--- src/rtl/button_digit_selector.sv ---
// rtl/button_digit_selector.sv - two-button debounced digit selector over four switch nibbles
// Button 0 steps sel up, button 1 steps it down; d tracks the selected nibble of sw.
module button_digit_selector #(
  parameter int DEBOUNCE_CYCLES = 100000
) (
  input  logic        clk,
  input  logic        rst_n,
  input  logic        push_button0,
  input  logic        push_button1,
  input  logic [15:0] sw,
  output logic [1:0]  sel,
  output logic [3:0]  d,
  output logic        sel_changed
);

  localparam int CW = $clog2(DEBOUNCE_CYCLES + 1);
  localparam logic [CW-1:0] LAST = CW'(DEBOUNCE_CYCLES - 1);

  logic [1:0]    raw;
  logic [1:0]    sync1, sync2;
  logic [1:0]    db;
  logic [1:0]    press;
  logic [CW-1:0] cnt [2];

  assign raw = {push_button1, push_button0};

  // Per-button synchronizer, debounce counter and registered rising-edge press pulse.
  always_ff @(posedge clk or negedge rst_n) begin
    if (!rst_n) begin
      sync1 <= '0;
      sync2 <= '0;
      db    <= '0;
      press <= '0;
      cnt[0] <= '0;
      cnt[1] <= '0;
    end else begin
      sync1 <= raw;
      sync2 <= sync1;
      for (int i = 0; i < 2; i++) begin
        press[i] <= 1'b0;
        if (sync2[i] == db[i]) begin
          cnt[i] <= '0;
        end else if (cnt[i] == LAST) begin
          cnt[i]   <= '0;
          db[i]    <= sync2[i];
          press[i] <= sync2[i];
        end else begin
          cnt[i] <= cnt[i] + CW'(1);
        end
      end
    end
  end

  // Coincident presses cancel; d samples the old sel so it trails a sel update by one cycle.
  always_ff @(posedge clk or negedge rst_n) begin
    if (!rst_n) begin
      sel         <= 2'd0;
      d           <= 4'h0;
      sel_changed <= 1'b0;
    end else begin
      d           <= sw[{sel, 2'b00} +: 4];
      sel_changed <= press[0] ^ press[1];
      case (press)
        2'b01:   sel <= sel + 2'd1;
        2'b10:   sel <= sel - 2'd1;
        default: sel <= sel;
      endcase
    end
  end

endmodule

--- config.mk ---
export PLATFORM = sky130hd
export DESIGN_NAME = button_digit_selector
export DESIGN_NICKNAME = d
export VERILOG_FILES = /design/src/rtl/button_digit_selector.sv
export SDC_FILE = /design/constraint.sdc
export NUM_CORES = 1
export LEC_CHECK = 0
export BUFFER_PORTS_ARGS = -buffer_cell sky130_fd_sc_hd__clkbuf_2
export CAP_MARGIN = 5
export CELL_PAD_IN_SITES_DETAIL_PLACEMENT = 2
export CELL_PAD_IN_SITES_GLOBAL_PLACEMENT = 2
export CORE_ASPECT_RATIO = 0.6
export CORE_MARGIN = 2
export CORE_UTILIZATION = 40
export DETAILED_ROUTE_END_ITERATION = 16
export GPL_ROUTABILITY_DRIVEN = 0
export HOLD_SLACK_MARGIN = 0.03
export PLACE_DENSITY_LB_ADDON = 0.1
export SLEW_MARGIN = 15
export SYNTH_ARGS = -nofsm -noshare
export SYNTH_HDL_FRONTEND = slang
export SYNTH_SLANG_ARGS = --single-unit
--- constraint.sdc ---
create_clock -name clk -period 4 [get_ports clk]
set_input_delay 0.8 -clock clk [delete_from_list [all_inputs] [get_ports clk]]
set_output_delay 0.8 -clock clk [all_outputs]
set_load 0.02 [all_outputs]
== After elaboration in Yosys (flattened, before gate mapping) ==
Cells that the tools add are included.
Widths: inputs -> output; s select.

* $add $sub $neg: 4
* Equality and inequality tests: 6
* Shifts and indexed selects: 1
* Muxes and demuxes: 9
* Bitwise logic cells: 3
* Reductions and logical operators: 3

{| class="wikitable"
|+ Operator list
! cell !! number
|-
| $mux 17 || 4
|-
| $add 17x1->17 const B || 2
|-
| $eq 17x17->1 const B || 2
|-
| $shiftx 16x5->4 || 1
|-
| $mux 1 || 4
|-
| $pmux 2 s2 || 1
|-
| $reduce_and 2->1 || 2
|-
| $add 2x1->2 const B || 1
|-
| $eq 1x1->1 || 2
|-
| $eq 2x1->1 const B || 1
|-
| $eq 2x2->1 const B || 1
|-
| $not 1->1 || 2
|-
| $reduce_bool 2->1 || 1
|-
| $sub 2x1->2 const B || 1
|-
| $xor 1x1->1 || 1
|}

* Flip-flop bits (word level): 49
* Output and inout port bits: 7
* Word-level logic and storage cells: 36

== Depth between registers and ports, before layout ==
Gate-level depths: netlist (run 1).

* Depth after elaboration: 3
* Gate-level depth with buffers: 6
* Gate-level depth less buffers: 5

== Least setup slack after synthesis (run 1) ==
No wires, ideal clock.

* Path type: reg-to-reg
* From: register cnt[0] (netlist name)
* To: register cnt[10] (netlist name)
* Setup time: 0.132 ns
* Data arrival time: 1.498 ns
* Required time: 3.868 ns
* Setup slack: 2.370 ns
* Cell stages (with the launch flop): 7
* Path buffers: 1
* Cell sequence: dfrtp_1 -> ha_1 -> and4_1 -> nand4_1 -> nand2_1 -> clkbuf_1 -> nor2_1

* Cells in the longest elaborated chain, start to end: 3
* Elaborated cells between the ends (all ways): 4

{| class="wikitable"
|+ RTL lines
! item !! line !! RTL
|-
| from (decl) || 23 || <nowiki>logic [CW-1:0] cnt [2];</nowiki>
|-
| from (signal, indexed assignment) || 48 || <nowiki>cnt[i] <= cnt[i] + CW'(1);</nowiki>
|-
| $add 17x1->17 or $eq 17x17->1 (tied branches) || 48, 43 ||
|-
| $mux 17 * || 43 || <nowiki>end else if (cnt[i] == LAST) begin</nowiki>
|-
| $mux 17 * || 41 || <nowiki>if (sync2[i] == db[i]) begin</nowiki>
|}

Mark *: on every way between the ends. The rest lies on a longest branch, timed or not.
A chain may end at the register's enable or synchronous reset.

== Worst setup path after layout (run 1) ==
* From: register cnt[0] (netlist name)
* To: register cnt[2] (netlist name)

The elaborated chain is that of the path after synthesis.

==> results.toml, run 1 <==
[finish]
multi_input_area_um2 = 993
area_growth_pct = 15.3
antennaDiodeCount = 0
nets = 258
finish.utilization = 0.471
seqCellArea_mm2 = 0.00123
layout_commonest_cell = "dfrtp_1"
drive_gt1_frac = 0.186
design_area_mm2 = 0.00260
final_cell_mix = "dfrtp_1 (49), nor2_1 (33), clkbuf_2 (26)"
nFillCells = 565

[clock_network]
worstSkewPairLatency_ns = 0.30
ctsResizeCount = 0
clock-sinks = 49
post_cts_buffers = 0
holdBufCountCts = 0
root_buffer = "clkbuf_8"
clk_path_buf_depth = 2
cts_buffers = 5
h-tree-depth = 2
cts_tree = "done"
clk_pin_slew_ns = 0.09

[logic_synthesis]
synth_seq_cells = 49
synthAdderAreaFrac = 0.0166
syn_nets = 227
synth_warnings = 0
synth_cell_types = 29
yosys.area_share.xor_xnor = 0.128
synth-simple-area-share = 0.236
syn_area_mm2 = 0.00225
synth_top_family_by_area = "simple AND/OR/NAND/NOR gates"
synth-main-ff-cell = "dfrtp_1"
synthMuxAreaShare = 0.0499
synth_compound_area_frac = 0.00999
synthCells = 204
synth.yosys.seq_area_share = 0.544
synth_edf_count = 0
syn_area_per_cell_um2 = 11.1
synthArstFlopShare = 1.00

[timing]
worst_slew_pin_slew_ns = 0.590
min_period_over_period = 0.494
hold_viol = 0
fin_crit_ns = 1.98
slew_viol_final = 0
setup_viol = 0
rsz0062_at_grt = "no"
clock-skew-final_ns = 0.00753
slew_headroom = 0.606
fmaxAchievable_ghz = 0.506
tns_ns = 0

[die]
dieArea_mm2 = 0.00627
coreArea_mm2 = 0.00552
die_y_um = 62.2
dieWidth_um = 101
rows = 21
start_util = 0.409
io_pins = 27

[placed_design]
dp_hpwl_mm = 4.41
place_area_mm2 = 0.00247
port_buffers = 26

[worst_setup_path]
crit_required_ns = 4.16
worstSetupStartpointType = "flop"
crit_fanout = 16
crit_chain = "ha_1, and4_1, nand4_1, nand2_1, nor2_1"
cp_num_cells = 5
endpoint_kind = "flop"
worst_r2r_path_depth = 5
worst_path_max_delay_cell = "nand2_1"
startpoint = "cnt[0]"
critical_path_buf_inv_count = 0
critPathMaxStageDelay_ns = 0.53
critPathTopFamily = "simple AND/OR/NAND/NOR gates"
critPathArrivalTime_ns = 2.14
path_class = "flop to flop"
r2r-start = "cnt[0]"

[run]
max_cap_viol_count = 0

[detailed_routing]
routed-wl-met2_mm = 2.70
drc = 0
wl_met3_um = 239
routedWlPerCell_um = 19.7
top_layer = "met4"
drtPass1Iterations = 4
wirelength_mm = 6.02
drt_iter0_drc = 51
postRouteAntennaNets = 0
vias_per_cell = 5.55
met1Wirelength_mm = 3.01
via_count = 1693

[power_and_ir_drop]
leakage_nw = 1.10
vdd_drop_max_uv = 146
powerDensity_mw_per_mm2 = 373
power_mw = 0.970

[min_path]
worstHoldPathType = "flop to flop"
min_from = "sync1[1]"
whs_path_depth = 0

[grt]
grt.total_usage = 0.215
grt_first_pass_wirelength_mm = 10.3
grt_overflow_total = 0
grt_pass1_vias = 1889
grt_max_degree = 31
antenna_found_initial = 0

[run_status]
outcome = "completed"
[sequential cells by signal, summed over array words and instances, names as in the netlist]
| name | count |
|---|---|
| sync2 | 2 |
| press | 2 |
| sel_changed | 1 |
| sync1 | 2 |
| cnt | 34 |
| db | 2 |
| d | 4 |
| sel | 2 |
[per-stage QoR]
step                      instances  hold WS (ns)  setup slack (ns)
after global routing            305         0.389              1.85
after CTS                       305         0.388              2.02
final                           305         0.376              2.02
after detailed placement        297         0.357              2.08
after floorplan                 204         0.331              2.37
after global placement          297         0.343              2.26
[logic make-up after synthesis]
logic type | Yosys count
buffers and inverters | 9
AOI/OAI and AO/OA | 4
and+or+nand+nor | 100
DFF | 49
adders and majority gates | 3
xor gates and xnor gates | 33
muxes | 6
[layer usage]
layer | track usage | up-vias
met5 | 0 | -
met2 | 0.323 | 35
li1 | - | 773
met3 | 0.0450 | 9
met4 | 0.0591 | 0
met1 | 0.316 | 876
[report_power, final]
group          leakage, nW  switching (mW)  internal (mW)  total (mW)
combinational        0.375          0.0280         0.0169      0.0449
sequential           0.661         0.00948          0.504       0.513
clock               0.0681           0.163          0.248       0.412
[synth_stat cells, drive strengths merged (5+ instances only)]
library cell   n  area [µm²]
dfrtp         49        1230
inv            5        18.8
nand2         14        55.1
nand3          9        45.0
nand4         12        81.3
nor2          33         124
nor3           8        40.0
nor4           6        37.5
xnor2         21         184
xor2          12         105
[layout make-up]
cell class / count / share of cell area
inverter: 6 / 0.00866
clock inverter: 3 / 0.0250
multi-input combinational: 146 / 0.382
timing repair buffer: 27 / 0.0529
sequential: 49 / 0.472
clock buffer: 5 / 0.0265
tap: 69 / 0.0332
[final timing paths]
path,endpoint,slack [ns]
hold / removal,sync2[1],0.38
hold reg to reg,sync2[1],0.38
setup reg to reg,cnt[2],2.02
min in group asynchronous,cnt[8],0.46
setup / recovery,cnt[2],2.02
max in group asynchronous,d[3],2.76
(Power assumes the default switching activity.)
==> run 2: changes to the inputs <==
ABC_AREA = 1   (was default)
CORE_UTILIZATION = 31   (was 40)
clock period = 1.7 ns   (was 4 ns; I/O delays follow)
==> run 2 against run 1 <==
  * Clock skew down 0.0034 ns
  * Synthesized area is 13% higher
  * Register-to-register slack worse by 1.9 ns
  * Critical endpoint is now cnt[7]
  * Largest power group unchanged
==> results.toml, run 2 <==
[grt]
grt_overflow_total = 0
grt_max_degree = 50
grt.total_usage = 0.180
antenna_found_initial = 0
grt_pass1_vias = 2366
grt_first_pass_wirelength_mm = 12.3

[clock_network]
worstSkewPairLatency_ns = 0.30
root_buffer = "clkbuf_16"
post_cts_buffers = 0
h-tree-depth = 2
holdBufCountCts = 0
clock-sinks = 49
cts_buffers = 5
cts_tree = "done"
clk_path_buf_depth = 2
clk_pin_slew_ns = 0.07
ctsResizeCount = 0

[finish]
design_area_mm2 = 0.00299
drive_gt1_frac = 0.159
layout_commonest_cell = "nor2_1"
nets = 386
finalNonFillerCells = 472
finish.utilization = 0.377
top_regs = "cnt x34, d x4"
area_growth_pct = 17.1
final_cell_mix = "nor2_1 (77), nand2_1 (74), dfrtp_1 (49)"
largest_reg_flops = 34
antennaDiodeCount = 0
regMostFlops = "cnt"

[worst_setup_path]
worstSetupStartpointType = "flop"
crit_required_ns = 1.88
worst_r2r_path_depth = 6
crit_fanout = 9
critPathArrivalTime_ns = 1.72
path_class = "flop to flop"
endpoint_kind = "flop"

[logic_synthesis]
syn_area_per_cell_um2 = 7.77
synth_warnings = 0
synth_commonest_cells = "nor2_1 (77), nand2_1 (74), dfrtp_1 (49)"
synthCells = 329
syn_nets = 352
syn_area_mm2 = 0.00256
synth_seq_cells = 49
synth-main-ff-cell = "dfrtp_1"
synth_top_area_cell = "dfrtp_1"
synthArstFlopShare = 1.00
synth_most_common_cell = "nor2_1"
synthTopCellsByArea = "dfrtp_1 (48%), nor2_1 (11%), nand2_1 (11%)"
synth_cell_types = 22
synth_edf_count = 0
synth.yosys.seq_area_share = 0.480
netlist.area_leader.share = 0.480

[die]
die_y_um = 74.3
dieWidth_um = 121
rows = 25
io_pins = 27
coreArea_mm2 = 0.00795
dieArea_mm2 = 0.00901
start_util = 0.322

[timing]
slew_headroom = 0.739
worst_slew_pin_slew_ns = 0.392
hold_viol = 0
clock-skew-final_ns = 0.00409
tns_ns = 0
min_period_over_period = 0.903
slew_viol_final = 0
fin_crit_ns = 1.53
rsz0062_at_grt = "no"
setup_viol = 0
fmaxAchievable_ghz = 0.652

[run_status]
outcome = "completed"

[power_and_ir_drop]
powerDensity_mw_per_mm2 = 783
leakage_nw = 1.33
vdd_drop_max_uv = 379

[placed_design]
dp.cells = 464
port_buffers = 26
dp_hpwl_mm = 5.58
place_area_mm2 = 0.00285

[detailed_routing]
routedWlPerCell_um = 15.6
vias_per_cell = 4.66
wirelength_mm = 7.34
drc = 0
drtPass1Iterations = 4
drt_iter0_drc = 69
postRouteAntennaNets = 0
via_count = 2201

[min_path]
worstHoldPathType = "primary input to asynchronous set/reset pin"

[run]
max_cap_viol_count = 0
[run 2: cell count changes after synthesis, moves of 7 or more]
| cell | delta |
|---|---|
| nand2_2 | +8 |
| nand2_1 | +61 |
| xnor2_1 | -20 |
| nor2_2 | +7 |
| nand3_1 | +9 |
| o21ai_0 | +9 |
| nor2_1 | +44 |
| inv_1 | +26 |
[run 2: final timing paths]
kind / startpoint / endpoint / slack, ns
min in group clk: push_button1 / sync1[1] / 0.14
worst min-delay path: rst_n / d[1] / 0.03
max in group asynchronous: rst_n / cnt[23] / 1.44
worst max register to register: cnt[11] / cnt[7] / 0.17
worst max-delay path: cnt[11] / cnt[7] / 0.17
worst min register to register: sync1[1] / sync2[1] / 0.35
[run 2: stage by stage]
step / worst slack [ns] / hold WS [ns] / power (mW)
2_1_floorplan: 0.502 / 0.0444 / 1.26
3_3_place_gp: 0.244 / 0.339 / 1.33
3_5_place_dp: 0.183 / 0.338 / 1.34
4_1_cts: 0.165 / 0.0354 / 2.40
5_1_grt: 0.0199 / 0.0430 / 2.44
6_report: 0.165 / 0.0265 / 2.34
[run 2: layout make-up]
| type | instances | area (µm²) |
|---|---|---|
| Clock buffer | 5 | 125 |
| Clock inverter | 3 | 22.5 |
| Fill cell | 941 | 4950 |
| Inverter | 32 | 120 |
| Multi-Input combinational cell | 247 | 1210 |
| Sequential cell | 49 | 1230 |
| Tap cell | 108 | 135 |
| Timing Repair Buffer | 28 | 158 |
[run 2: critical path, stage by stage, from the launching register on]
cell	delay, ns
dfrtp_1	0.46
nor2_1	0.14
nand2_1	0.08
nor2_1	0.25
nand3_1	0.18
nand2_2	0.22
nor2_1	0.08
[run 2: logic make-up after synthesis]
family,Yosys count,share of synthesized area
DFF,49,0.480
buffers and inverters,33,0.0485
xor gates and xnor gates,15,0.0514
adders and majority gates,3,0.0147
and+or+nand+nor,202,0.346
AOI/OAI and AO/OA,27,0.0597
[run 2: metal layers]
metal | track usage | share of wire | wire, µm | vias to the layer above
met2 | 0.249 | 0.38 | 2770 | 31
li1 | - | - | - | 1102
met5 | 0 | 0 | 0 | -
met3 | 0.0498 | 0.040 | 297 | 7
met1 | 0.276 | 0.57 | 4210 | 1061
met4 | 0.0421 | 0.0086 | 63 | 0
[run 2: report_power, final]
group | total (mW) | internal, mW | switching, mW
Sequential | 1.20 | 1.19 | 0.0155
Combinational | 0.110 | 0.0390 | 0.0714
Clock | 1.03 | 0.549 | 0.483
Total | 2.34 | 1.77 | 0.570
